$ cat src/rtl/rand_pkg.sv
// Shared defaults for the random-word packing path.
package rand_pkg;

  localparam int DEF_WORD_WIDTH = 6;
  localparam int DEF_DROP_WIDTH = 8;
  localparam int CNT_W          = $clog2(DEF_WORD_WIDTH);

  // Bit-counter width for an arbitrary word width.
  function automatic int cnt_width(input int word_width);
    return (word_width <= 2) ? 1 : $clog2(word_width);
  endfunction

endpackage

$ cat src/rtl/rand_word_packer.sv
// Packs qualified serial random bits into WORD_WIDTH words behind a one-slot
// valid/ready output; words completed while the slot is occupied are counted and lost.
module rand_word_packer
  import rand_pkg::*;
#(
  parameter int WORD_WIDTH = DEF_WORD_WIDTH,
  parameter int DROP_WIDTH = DEF_DROP_WIDTH
) (
  input  logic                  i_clk,
  input  logic                  i_rst_n,
  input  logic                  i_bit,
  input  logic                  i_bit_en,
  input  logic                  i_flush,
  output logic [WORD_WIDTH-1:0] o_word,
  output logic                  o_valid,
  input  logic                  i_ready,
  output logic [DROP_WIDTH-1:0] o_drop_cnt
);

  localparam int            CW   = cnt_width(WORD_WIDTH);
  localparam logic [CW-1:0] LAST = CW'(WORD_WIDTH - 1);

  logic [WORD_WIDTH-1:0] sr_reg;
  logic [CW-1:0]         cnt_reg;
  logic [WORD_WIDTH-1:0] word_reg;
  logic                  valid_reg;
  logic [DROP_WIDTH-1:0] drop_reg;

  logic [WORD_WIDTH-1:0] shifted;
  logic                  complete;
  logic                  handshake;
  logic                  drop_sat;

  // The completed word includes the bit arriving this cycle.
  assign shifted   = {sr_reg[WORD_WIDTH-2:0], i_bit};
  assign complete  = i_bit_en & ~i_flush & (cnt_reg == LAST);
  assign handshake = valid_reg & i_ready;
  assign drop_sat  = &drop_reg;

  always_ff @(posedge i_clk or negedge i_rst_n) begin
    if (!i_rst_n) begin
      sr_reg    <= '0;
      cnt_reg   <= '0;
      word_reg  <= '0;
      valid_reg <= 1'b0;
      drop_reg  <= '0;
    end else begin
      if (i_flush) begin
        sr_reg   <= '0;
        cnt_reg  <= '0;
        drop_reg <= '0;
      end else if (i_bit_en) begin
        sr_reg  <= shifted;
        cnt_reg <= (cnt_reg == LAST) ? '0 : cnt_reg + CW'(1);
        if (complete && valid_reg && !i_ready && !drop_sat)
          drop_reg <= drop_reg + DROP_WIDTH'(1);
      end

      // A handshake coinciding with completion reloads the slot without a gap.
      if (complete && (!valid_reg || i_ready)) begin
        word_reg  <= shifted;
        valid_reg <= 1'b1;
      end else if (handshake) begin
        valid_reg <= 1'b0;
      end
    end
  end

  assign o_word     = word_reg;
  assign o_valid    = valid_reg;
  assign o_drop_cnt = drop_reg;

endmodule

$ cat config.mk
export PLATFORM = sky130hd
export DESIGN_NAME = rand_word_packer
export DESIGN_NICKNAME = d
export VERILOG_FILES = /design/src/rtl/rand_pkg.sv /design/src/rtl/rand_word_packer.sv
export SDC_FILE = /design/constraint.sdc
export NUM_CORES = 1
export LEC_CHECK = 0
export ABC_AREA = 1
export BUFFER_PORTS_ARGS = -buffer_cell sky130_fd_sc_hd__buf_2
export CAP_MARGIN = 40
export CORE_MARGIN = 3
export CORE_UTILIZATION = 42
export CTS_CLUSTER_DIAMETER = 60
export DETAILED_ROUTE_END_ITERATION = 8
export SLEW_MARGIN = 20
export SYNTH_ARGS = -nofsm -noshare
export SYNTH_HDL_FRONTEND = slang
export SYNTH_SLANG_ARGS = --single-unit
$ cat constraint.sdc
create_clock -name i_clk -period 2.3 [get_ports i_clk]
set_input_delay 0.46 -clock i_clk [delete_from_list [all_inputs] [get_ports i_clk]]
set_output_delay 0.46 -clock i_clk [all_outputs]
set_load 0.1 [all_outputs]
==> flow_summary_export.csv <==
group,metric,value,unit
run_status,status,"completed",
setup_path,crit_type,"flip-flop to output port",
die,die_w,58.7,um
pwr,leakage,0.679,nW
synth,synthCells,136,
layout,drive_gt1_share,27.8,%
global_route,grt_max_degree,24,
setup_path,startpoint_type,"flip-flop",
drt,drt_iter0_drc,21,
global_route,grt_pass1_vias,883,
die,io-pin-count,21,
global_route,grt_use_total,14.7,%
cts,cts_resized,0,
drt,finalWirelength,2200,um
pwr,p_per_area,536,mW/mm^2
sta,report.final.slew_viol_count,0,
setup_path,critPathCaptureType,"output port",
setup_path,required,1.84,ns
drt,first_pass_iters,4,
sta,hold_violations,0,
cts,numCtsBuffers,3,
placement,post-dp-hpwl,1730,um
setup_path,crit_arrival,1.27,ns
sta,fin_crit_sh,75.0,%
run,maxCapViolations,0,
drt,top_layer,"met4",
sta,fmax,579,MHz
min_path,hp-class,"input port to asynchronous set/reset pin",
synth,syn_avg_cell_area,8.58,um^2
cts,cts_setup_buffers,0,
cts,clkTransAtPathRegs,0.12,ns
synth,ys.warnings.count,0,
drt,dr_total_vias,937,
cts,clk_path_buf_depth,2,
layout,final_nets,166,
pwr,max-vdd-ir-drop,0.392,mV
global_route,grt_pass1_wl,3830,um
sta,rsz0062_at_grt,"no",
global_route,antenna_found_initial,0,
placement,io_buffers,20,
layout,area_growth,12.8,%
sta,finClkSkew,0.00267,ns
synth,synthDistinctLibCells,22,
cts,insertion_delay,0.31,ns
sta,fin_hold_ws,0.0897,ns
global_route,overflow,0,
drt,drc,0,
cts,htree_levels,1,
die,coreArea,0.00257,mm^2
setup_path,path_max_fanout,8,
synth,ys_seq_area_share,49.3,%
synth,syn-num-nets,143,
cts,cts_hold_buf,0,
layout,fill_cells,260,
die,die-area,0.00345,mm^2
synth,ys_ff_latch,23,
die,rows,18,
die,initial_utilization,45.5,%
sta,slew_headroom,67.2,%
cts,tritoncts,"done",
setup_path,worstPathCellList,"buf_2",
placement,place_ws,0.751,ns
setup_path,crit_buf_inv,1,
synth,synth.cell_area,0.00117,mm^2
setup_path,crit_family,"flip-flops",
sta,setup_violations,0,
drt,ant_nets,0,
setup_path,cp_slowest_cell,"dfrtp_1",
placement,gp_congestion,0.863,
layout,diodes,0,
setup_path,cpPeakStageDelay,0.48,ns
drt,drt-vias-per-instance,4.98,
die,die_h,58.7,um
drt,drt-met1-wl,1110,um
sta,max_slew.worst_pin.slew,0.492,ns
sta,period_minus_slack,1.73,ns
cts,cts_sinks,23,
layout,largest_register_ffs,8,
sta,tns,0,ns
drt,met2_length,926,um
cts,clk_root_buffer_cell,"clkbuf_4",
sta,setup_ws,0.574,ns
drt,met3RoutedLength,131,um
drt,routedWlPerCell,11.7,um
==> cells in the final DEF, fill, tap and decap left out, drive strengths merged <==
cell type	instances
buf	20
clkbuf	3
clkinv	1
dfrtp	23
ha	1
inv	18
nand2	41
nand3	16
nand3b	1
nand4	3
nor2	12
nor3	1
o21ai	10
o21bai	2
o22ai	5
xnor2	1
==> metrics by stage <==
| stage | total power [W] | util, % | area [um^2] | instances |
|---|---|---|---|---|
| 3_3_place_gp | 0.000530 | 50.2 | 1290 | 184 |
| 4_1_cts | 0.000721 | 51.3 | 1320 | 188 |
| 5_1_grt | 0.000740 | 51.3 | 1320 | 188 |
| 3_5_place_dp | 0.000532 | 50.2 | 1290 | 184 |
| 2_1_floorplan | 0.000505 | - | 1170 | 136 |
| 6_report | 0.000705 | 51.3 | 1320 | 188 |
==> logic make-up after synthesis <==
family / synth area share, %
AO/OA/AOI/OAI: 10.2
buffers and inverters: 7.40
AND/OR/NAND/NOR: 31.3
XOR/XNOR: 0.750
flip-flops: 49.3
adder cells (fa/ha/maj): 1.07
==> power by group <==
| group | switching (W) | total (W) | internal, W |
|---|---|---|---|
| clock network | 0.000118 | 0.000183 | 0.0000651 |
| registers | 0.00000649 | 0.000422 | 0.000415 |
| logic | 0.0000824 | 0.000101 | 0.0000187 |
==> layer usage <==
| metal | global-route usage [%] | up-vias |
|---|---|---|
| met5 | 0 | - |
| met4 | 4.85 | 0 |
| met3 | 4.61 | 4 |
| met2 | 21.3 | 22 |
| met1 | 20.7 | 425 |
| li1 | - | 486 |
==> synthesized netlist by cell type <==
cell type	count	area share (%)
nand2_1	33	11
dfrtp_1	23	49
inv_1	16	5.1
nand3_1	16	6.9
nor2_1	9	2.9
nand2_2	6	3.2
o21ai_2	6	4.5
o22ai_1	5	2.7
o21ai_0	4	1.7
nand4_1	3	1.6
nand2_4	2	1.9
nor2_2	2	1.1
o21bai_1	2	1.3
buf_2	1	0.43
buf_6	1	0.96
ha_1	1	1.1
inv_2	1	0.32
inv_4	1	0.54
nand3b_4	1	1.7
nor2_4	1	0.96
nor3_1	1	0.43
xnor2_1	1	0.75
==> final timing paths <==
kind,cells past startpoint,endpoint,slack [ns],from
setup / recovery,1,o_drop_cnt[5],0.57,o_drop_cnt[5]$_DFFE_PN0P_
hold / removal,1,o_word[0]$_DFFE_PN0P_,0.09,i_rst_n
setup reg to reg,8,o_drop_cnt[4]$_DFFE_PN0P_,0.85,o_drop_cnt[1]$_DFFE_PN0P_
hold reg to reg,2,o_word[2]$_DFFE_PN0P_,0.49,o_word[2]$_DFFE_PN0P_
max in group asynchronous,1,o_drop_cnt[7]$_DFFE_PN0P_,1.87,i_rst_n
min in group i_clk,3,o_word[0]$_DFFE_PN0P_,0.42,i_bit
==> cell type report <==
cell class / count / area [um^2] / share of cell area, %
Clock inverter: 1 / 5.00 / 0.380
Multi-Input combinational cell: 93 / 505 / 38.4
Sequential cell: 23 / 576 / 43.7
Clock buffer: 3 / 22.5 / 1.71
Timing Repair Buffer: 20 / 100 / 7.60
Inverter: 18 / 70.1 / 5.32
Tap cell: 30 / 37.5 / 2.85
(Power assumes the default switching activity.)
